**src/rtl/dcr_job_dispatch.sv**
```systemverilog
// dcr_job_dispatch: queues FFT/FIR/IIR job requests and issues them one at a
// time to the address calculator, waiting for the matching done under a
// watchdog, and reporting one completion record per job.
module dcr_job_dispatch #(
   parameter int              QDEPTH  = 4,
   parameter int              TO_W    = 16,
   parameter logic [TO_W-1:0] TIMEOUT = 16'hFFFF
) (
   input  logic                       clk,
   input  logic                       rst_n,
   input  logic                       req_valid,
   output logic                       req_ready,
   input  logic [1:0]                 req_op,
   input  logic [31:0]                req_offset,
   input  logic [31:0]                req_filesize,
   output logic [31:0]                offset,
   output logic [31:0]                filesize,
   output logic                       fft_enable,
   output logic                       fir_enable,
   output logic                       iir_enable,
   input  logic                       fft_done,
   input  logic                       filt_done,
   output logic                       cmp_valid,
   output logic [1:0]                 cmp_op,
   output logic [1:0]                 cmp_status,
   output logic                       busy,
   output logic [$clog2(QDEPTH):0]    q_count
);

   localparam int AW = (QDEPTH > 1) ? $clog2(QDEPTH) : 1;
   localparam int CW = $clog2(QDEPTH) + 1;
   localparam logic [CW-1:0] QFULL = CW'(QDEPTH);

   localparam logic [1:0] OP_FFT = 2'b00;
   localparam logic [1:0] OP_FIR = 2'b01;
   localparam logic [1:0] OP_IIR = 2'b10;
   localparam logic [1:0] OP_BAD = 2'b11;

   localparam logic [1:0] ST_OK   = 2'b00;
   localparam logic [1:0] ST_TOUT = 2'b01;
   localparam logic [1:0] ST_REJ  = 2'b10;

   typedef enum logic [1:0] {S_IDLE, S_LOAD, S_RUN, S_DONE} state_t;

   state_t             state, state_nxt;
   logic [1:0]         q_op  [QDEPTH];
   logic [31:0]        q_off [QDEPTH];
   logic [31:0]        q_fs  [QDEPTH];
   logic [AW-1:0]      wr_ptr, rd_ptr;
   logic               push, pop;
   logic [1:0]         job_op;
   logic [1:0]         status_r;
   logic               st_set;
   logic [1:0]         st_val;
   logic [TO_W-1:0]    wd;
   logic               illegal, match_done;

   assign req_ready  = (q_count != QFULL);
   assign push       = req_valid && req_ready;
   assign illegal    = (job_op == OP_BAD) || (filesize == 32'd0);
   // op 11 never reaches RUN, so it needs no done source here
   assign match_done = (job_op == OP_FFT) ? fft_done : filt_done;

   assign fft_enable = (state == S_RUN) && (job_op == OP_FFT);
   assign fir_enable = (state == S_RUN) && (job_op == OP_FIR);
   assign iir_enable = (state == S_RUN) && (job_op == OP_IIR);
   assign cmp_valid  = (state == S_DONE);
   assign cmp_op     = cmp_valid ? job_op   : 2'b00;
   assign cmp_status = cmp_valid ? status_r : 2'b00;
   assign busy       = (state != S_IDLE);

   // Request FIFO payload storage; contents are don't-care while empty
   always_ff @(posedge clk) begin
      if (push) begin
         q_op[wr_ptr]  <= req_op;
         q_off[wr_ptr] <= req_offset;
         q_fs[wr_ptr]  <= req_filesize;
      end
   end

   // FIFO pointers and occupancy; simultaneous push and pop leave the count unchanged
   always_ff @(posedge clk or negedge rst_n) begin
      if (!rst_n) begin
         wr_ptr  <= '0;
         rd_ptr  <= '0;
         q_count <= '0;
      end else begin
         if (push) wr_ptr <= wr_ptr + AW'(1);
         if (pop)  rd_ptr <= rd_ptr + AW'(1);
         case ({push, pop})
            2'b10:   q_count <= q_count + CW'(1);
            2'b01:   q_count <= q_count - CW'(1);
            default: q_count <= q_count;
         endcase
      end
   end

   // FSM state register
   always_ff @(posedge clk or negedge rst_n) begin
      if (!rst_n) state <= S_IDLE;
      else        state <= state_nxt;
   end

   // Next-state logic, FIFO pop and completion status selection
   always_comb begin
      state_nxt = state;
      pop       = 1'b0;
      st_set    = 1'b0;
      st_val    = ST_OK;
      case (state)
         S_IDLE: begin
            if (q_count != '0) begin
               pop       = 1'b1;
               state_nxt = S_LOAD;
            end
         end
         S_LOAD: begin
            if (illegal) begin
               st_set    = 1'b1;
               st_val    = ST_REJ;
               state_nxt = S_DONE;
            end else begin
               state_nxt = S_RUN;
            end
         end
         S_RUN: begin
            // done takes priority over a coincident watchdog expiry
            if (match_done) begin
               st_set    = 1'b1;
               st_val    = ST_OK;
               state_nxt = S_DONE;
            end else if (wd == TIMEOUT) begin
               st_set    = 1'b1;
               st_val    = ST_TOUT;
               state_nxt = S_DONE;
            end
         end
         S_DONE: begin
            if (q_count != '0) begin
               pop       = 1'b1;
               state_nxt = S_LOAD;
            end else begin
               state_nxt = S_IDLE;
            end
         end
         default: state_nxt = S_IDLE;
      endcase
   end

   // Job registers: loaded from the FIFO head on pop, held until the next pop
   always_ff @(posedge clk or negedge rst_n) begin
      if (!rst_n) begin
         job_op   <= 2'b00;
         offset   <= 32'd0;
         filesize <= 32'd0;
      end else if (pop) begin
         job_op   <= q_op[rd_ptr];
         offset   <= q_off[rd_ptr];
         filesize <= q_fs[rd_ptr];
      end
   end

   // Completion status latched on entry to DONE
   always_ff @(posedge clk or negedge rst_n) begin
      if (!rst_n)      status_r <= ST_OK;
      else if (st_set) status_r <= st_val;
   end

   // Watchdog: cleared in LOAD, counts in RUN and sticks at TIMEOUT
   always_ff @(posedge clk or negedge rst_n) begin
      if (!rst_n)                              wd <= '0;
      else if (state == S_LOAD)                wd <= '0;
      else if (state == S_RUN && wd != TIMEOUT) wd <= wd + TO_W'(1);
   end

endmodule

```
**config.mk**
```make
export PLATFORM = sky130hd
export DESIGN_NAME = dcr_job_dispatch
export DESIGN_NICKNAME = d
export VERILOG_FILES = /design/src/rtl/dcr_job_dispatch.sv
export SDC_FILE = /design/constraint.sdc
export NUM_CORES = 1
export LEC_CHECK = 0
export ABC_CLOCK_PERIOD_IN_PS = 3600
export BUFFER_PORTS_ARGS = -buffer_cell sky130_fd_sc_hd__buf_2
export CAP_MARGIN = 15
export CORE_MARGIN = 5
export CORE_UTILIZATION = 58
export CTS_CLUSTER_DIAMETER = 50
export DETAILED_ROUTE_END_ITERATION = 16
export GPL_TIMING_DRIVEN = 0
export PLACE_DENSITY_LB_ADDON = 0.1
export SETUP_SLACK_MARGIN = 0.05
export SLEW_MARGIN = 0
export SYNTH_ARGS = -nofsm -noshare
export SYNTH_HDL_FRONTEND = slang
export SYNTH_SLANG_ARGS = --single-unit
```
**constraint.sdc**
```tcl
create_clock -name clk -period 3.6 [get_ports clk]
set_clock_uncertainty 0.05 [all_clocks]
set_input_delay 0.36 -clock clk [delete_from_list [all_inputs] [get_ports clk]]
set_output_delay 0.36 -clock clk [all_outputs]
set_load 0.02 [all_outputs]
```
Word-level counts from Yosys, hierarchy flattened
Memory sizes are Yosys's and may differ from the RTL's. A register that Yosys moved wholly into a read port is not among the register bits.
Cells that the tools add are included.
{"block": "classes", "n_reduce_logical": 18, "add_sub_neg": 5, "eq_ne": 13, "muxes": 24}
{"op": "$logic_not 32->1", "n": 1}
{"op": "$mux 16", "n": 2}
{"op": "$add 16x1->16 const B", "n": 1}
{"op": "$eq 16x16->1 const B", "n": 1}
{"op": "$ne 16x16->1 const B", "n": 1}
{"op": "$mux 1", "n": 12}
{"op": "$mux 2", "n": 6}
{"op": "$eq 2x2->1 const B", "n": 5}
{"op": "$pmux 2 s4", "n": 1}
{"op": "$eq 2x1->1 const B", "n": 3}
{"op": "$pmux 3 s2", "n": 1}
{"op": "$reduce_bool 2->1", "n": 3}
{"op": "$logic_and 1x1->1", "n": 5}
{"op": "$add 2x1->2 const B", "n": 2}
{"op": "$logic_not 2->1", "n": 2}
{"op": "$pmux 2 s2", "n": 1}
{"op": "$add 3x1->3 const B", "n": 1}
{"op": "$logic_not 1->1", "n": 3}
{"op": "$ne 3x2->1 const B", "n": 1}
{"op": "$ne 3x3->1 const B", "n": 1}
{"op": "$reduce_bool 3->1", "n": 1}
{"op": "$sub 3x1->3 const B", "n": 1}
{"op": "$ne 2x2->1 const B", "n": 1}
{"op": "$pmux 1 s2", "n": 1}
{"op": "3 further kinds", "n": 3}
{"block": "word_totals", "memories": 3, "ram_bits": 264, "word_cells": 69, "regBits": 27}
{"memory": "q_fs", "words": 4, "width": 32, "rd": 1, "rd_clocked_by_memory_dff": 1, "wr": 1, "line_no": "48", "source": "logic [31:0] q_fs [QDEPTH];"}
{"memory": "q_off", "words": 4, "width": 32, "rd": 1, "rd_clocked_by_memory_dff": 1, "wr": 1, "line_no": "47", "source": "logic [31:0] q_off [QDEPTH];"}
{"memory": "q_op", "words": 4, "width": 2, "rd": 1, "rd_clocked_by_memory_dff": 1, "wr": 1, "line_no": "46", "source": "logic [1:0] q_op [QDEPTH];"}

Longest topological paths before layout
{"block": "depth", "word_depth": 5, "ltp_mapped": 11}

Worst setup path before layout
OpenSTA, ideal clock, no wires.
{"block": "synth_path", "kind": "reg2reg", "from": "reg q_count[0]", "to": "mem q_fs[0][0], enable pin", "path_stages_with_launch": 4, "synth_period_minus_slack_ns": 3.028, "setup_slack_ns": 0.572, "t_arrival_ns": 2.546, "setup_time_ns": 0.432, "t_required_ns": 3.118, "path_buffers": 0, "path_cell_list": "dfrtp_1 -> inv_1 -> nand3_1 -> and3_1"}
{"block": "synth_via", "elab_chain_len": 4}
{"element": "start, declared", "line_no": "27", "source": "output logic [$clog2(QDEPTH):0] q_count"}
{"element": "start signal, assigned", "line_no": "91", "source": "2'b10: q_count <= q_count + CW'(1);"}
{"element": "start signal, assigned", "line_no": "92", "source": "2'b01: q_count <= q_count - CW'(1);"}
{"element": "start signal, assigned", "line_no": "93", "source": "default: q_count <= q_count;"}
{"element": "$ne 3x3->1", "line_no": "58", "source": "assign req_ready = (q_count != QFULL);"}
{"element": "net req_ready", "line_no": "12", "source": "output logic req_ready,"}
{"element": "$logic_and 1x1->1", "line_no": "59", "source": "assign push = req_valid && req_ready;"}
{"element": "$mux 1", "line_no": "74", "source": "if (push) begin"}
{"element": "$mux 1 (not written as such)", "line_no": "77", "source": "q_fs[wr_ptr] <= req_filesize;"}
{"element": "end, declared", "line_no": "48"}
The timed path passes the listed nets, and every way through them passes these cells.

Worst setup path in the final report
{"block": "layout_path", "from": "reg state[0]", "to": "reg q_count[2]"}
{"block": "layout_via", "elab_chain_len": 5, "word_cells_on_any_way": 8}
{"element": "start, declared", "line_no": "45", "source": "state_t state, state_nxt;"}
{"element": "start signal, assigned", "line_no": "101", "source": "else state <= state_nxt;"}
{"element": "$eq 2x2->1 / $logic_not 2->1 (equally long branches)", "line_no": "110", "source": "case (state)"}
{"element": "$reduce_or 2->1 (no source line) *"}
{"element": "$mux 1 *"}
{"element": "net pop", "line_no": "50", "source": "logic push, pop;"}
{"element": "$eq 2x1->1 / $eq 2x2->1 (equally long branches)", "line_no": "90", "source": "case ({push, pop})"}
{"element": "$pmux 3 s2 / $reduce_bool 2->1 (equally long branches)"}
Mark *: on every way through the listed nets, which the timed path passes. The rest lies on a longest branch.
A chain may end at the register's enable or synchronous reset.

==> results.txt <==
Syn Nets = 743
leading post-synthesis cells by cell area = edfxtp_1 58%, dfrtp_1 17%, mux4_2 11%, mux2_2 5.5%, ha_1 1.0%
vias in the first global route = 7,587
reg2reg end = q_count[2]
worst-margin pin slew = 718.9 ps
hold path start = req_filesize[12]
vias per cell = 5.579
post-synthesis cell type count = 42
Avg WL per Cell = 21.69 um
worst-path fanout max = 10
Arrival @ worst endpoint = 3610 ps
RSZ-0062 raised after global routing = no
Slew Limit Headroom = 52.07%
FF-to-FF path depth = 11
CTS Sinks = 357
maximum buffer depth of the clock tree = 3
top-count cell post-synth = edfxtp_1
WHS = 21.29 ps
antenna viol nets, final = 0
fin util = 70.66%
Cells after Synth = 660
area leader, netlist = edfxtp_1
Final Routed Wirelength = 26,940 um
area added between synthesis and finish = 20.87%
global-route wire length before repair = 42,830 um
Post-Syn Area = 13,640 um^2
Worst Setup Start Kind = flip-flop
ys async rst share = 26.05%
Min-Delay Endpoint = q_fs[2][12]
r2r startpoint = state[0]
FF+latch area = 10,250 um^2
Clock Pin Slew Worst Setup and Hold Paths = 60 ps
Core Box Area = 23,330 um^2
fin crit share = 90.06%
EDFF count, synth = 264
status = complete, no violations
synthesized area per cell = 20.67 um^2
dominant synthesized flop cell = edfxtp_1
GRT Util Overall = 21.06%
Peak VDD IR = 0.5674 mV
flop2flop setup slack = 360 ps
Starting Density = 58.46%
CP required = 3970 ps
GP Congestion = 0.7172
multi-input gate area in the final layout = 3237 um^2
first-pass iteration count of the detailed router = 5
CTS tree = built
global route overflow = 0
initial antenna violation count = 1
CP endpoint kind = flip-flop
Yosys Warn Count = 0
fmax = 308.5 MHz
PortBufs = 147
setup ws final = 358.0 ps
top post-synthesis cells by count = 264 x edfxtp_1, 93 x dfrtp_1, 67 x mux2_2
Seq/Total Area, Yosys = 75.18%
power per cell area = 894.0 nW/um^2
Fillers = 1,500
FF+latch count, synth = 357
Final Hold Fails = 0
Worst Hold Class = primary input to flip-flop
post-place setup slack = 195.8 ps
final setup fails = 0
DRT iter0 DRCs = 457
Power Total = 14.74 mW
setup TNS = 0 ps
largest net degree at the start of global routing = 53
htree depth = 2
Hold Path Stages = 1
cts bufs inserted = 37
Max Cap Viol = 0
CP Class = flip-flop to flip-flop
share of the synthesized area in the top cell type = 58.12%
Final Slew Violations = 0
layout cells sized above 1 = 39.20%
Die Area = 26,680 um^2
Net count, final = 977
Pleak = 6.070 nW
Die Span X = 163.4 um
DR vias = 6,929
Final min period = 3242 ps
DIE HEIGHT = 163.4 um
worst skew pair latency = 520 ps
num ports = 148
Rows = 56
Clk Tree Root Cell = clkbuf_16
DRC viols = 0
Post-DP HPWL = 17,030 um
-- per-layer routing --
layer / track usage (%) / routed length [um] / vias to the layer above
li1: - / - / 3108
met5: 0 / 0 / -
met1: 27.76 / 10710 / 3613
met3: 4.668 / 1555 / 36
met4: 4.689 / 401 / 0
met2: 36.55 / 14280 / 172
-- through the flow --
stage,instance area [um^2],instances
floorplan,13640,660
global placement,14780,1126
detailed placement,14910,1131
CTS,16480,1240
global route,16480,1241
finish,16490,1242
-- cell usage in the layout, fill, tap and decap left out, types with 5 or more instances in the layout --
cell / instances
buf_1: 10
inv_1: 13
buf_2: 153
xor2_1: 9
dfrtp_1: 93
nor3_1: 6
ha_1: 11
clkbuf_1: 17
xnor2_1: 12
mux2_2: 67
clkbuf_16: 37
nand4_1: 8
edfxtp_1: 264
nor4_1: 9
and2_1: 6
nor2_1: 22
clkinv_2: 5
nand2_1: 11
mux4_2: 66
dlygate4sd3_1: 43
-- sequential cells by signal (all words and copies together) (netlist names) --
name and count:
filesize 32, status_r 2, wd 16, offset 32, job_op 2, rd_ptr 2, state 2, q_off 128
q_fs 128, q_count 3, wr_ptr 2, q_op 8
-- logic make-up (layout without fill, tap and decap cells) --
family	Yosys count	in the layout	share of synthesized area, %
simple gates	84	84	3.440
compound gates	13	13	1.027
other cells	0	2	0
fa+ha+maj	12	12	1.156
mux	135	135	16.57
buf+inv	38	299	1.275
flops	357	357	75.18
xor+xnor	21	21	1.348
-- how the worst max path moves through the flow --
stage | cells past startpoint | start | end
after global placement | 3 | q_count[0] | q_off[0][25]
after floorplan | 3 | q_count[0] | q_fs[0][0]
after CTS | 11 | state[0] | q_count[2]
final | 11 | state[0] | q_count[2]
after global routing | 11 | state[0] | q_count[2]
after detailed placement | 11 | state[0] | q_count[2]
-- where the power goes --
| part | leakage [nW] | internal (mW) | total, mW | switching, mW |
|---|---|---|---|---|
| logic | 1.98 | 2.35 | 5.09 | 2.74 |
| registers | 3.54 | 5.59 | 6.07 | 0.474 |
| clock network | 0.554 | 2.11 | 3.58 | 1.47 |
| total | 6.07 | 10.1 | 14.7 | 4.68 |
-- layout make-up --
cell class,instances,share of cell area [%]
antenna,2,0.03036
buffer,25,0.7589
clock buffer,52,6.139
clock inverter,14,0.7817
inverter,13,0.2960
multi-input combinational,265,19.63
sequential,357,62.20
tap,319,2.421
timing repair buffer,195,7.741
-- timing repair --
action,in CTS,in global routing
setup buffers,0,0
gates resized for setup,0,1
endpoints found under the setup margin,0,1
hold endpoints to repair,199,0
hold buffers,43,0
-- worst max-delay path, cell delays in order, from the launching register on --
cell	delay, ps
dfrtp_1	410
inv_1	110
ha_1	410
nor2_4	280
buf_2	360
buf_2	380
ha_1	250
inv_1	70
fa_1	380
xor2_1	150
nor2_1	130
xor2_1	180
Note: power is estimated with default switching activity, not from simulation.
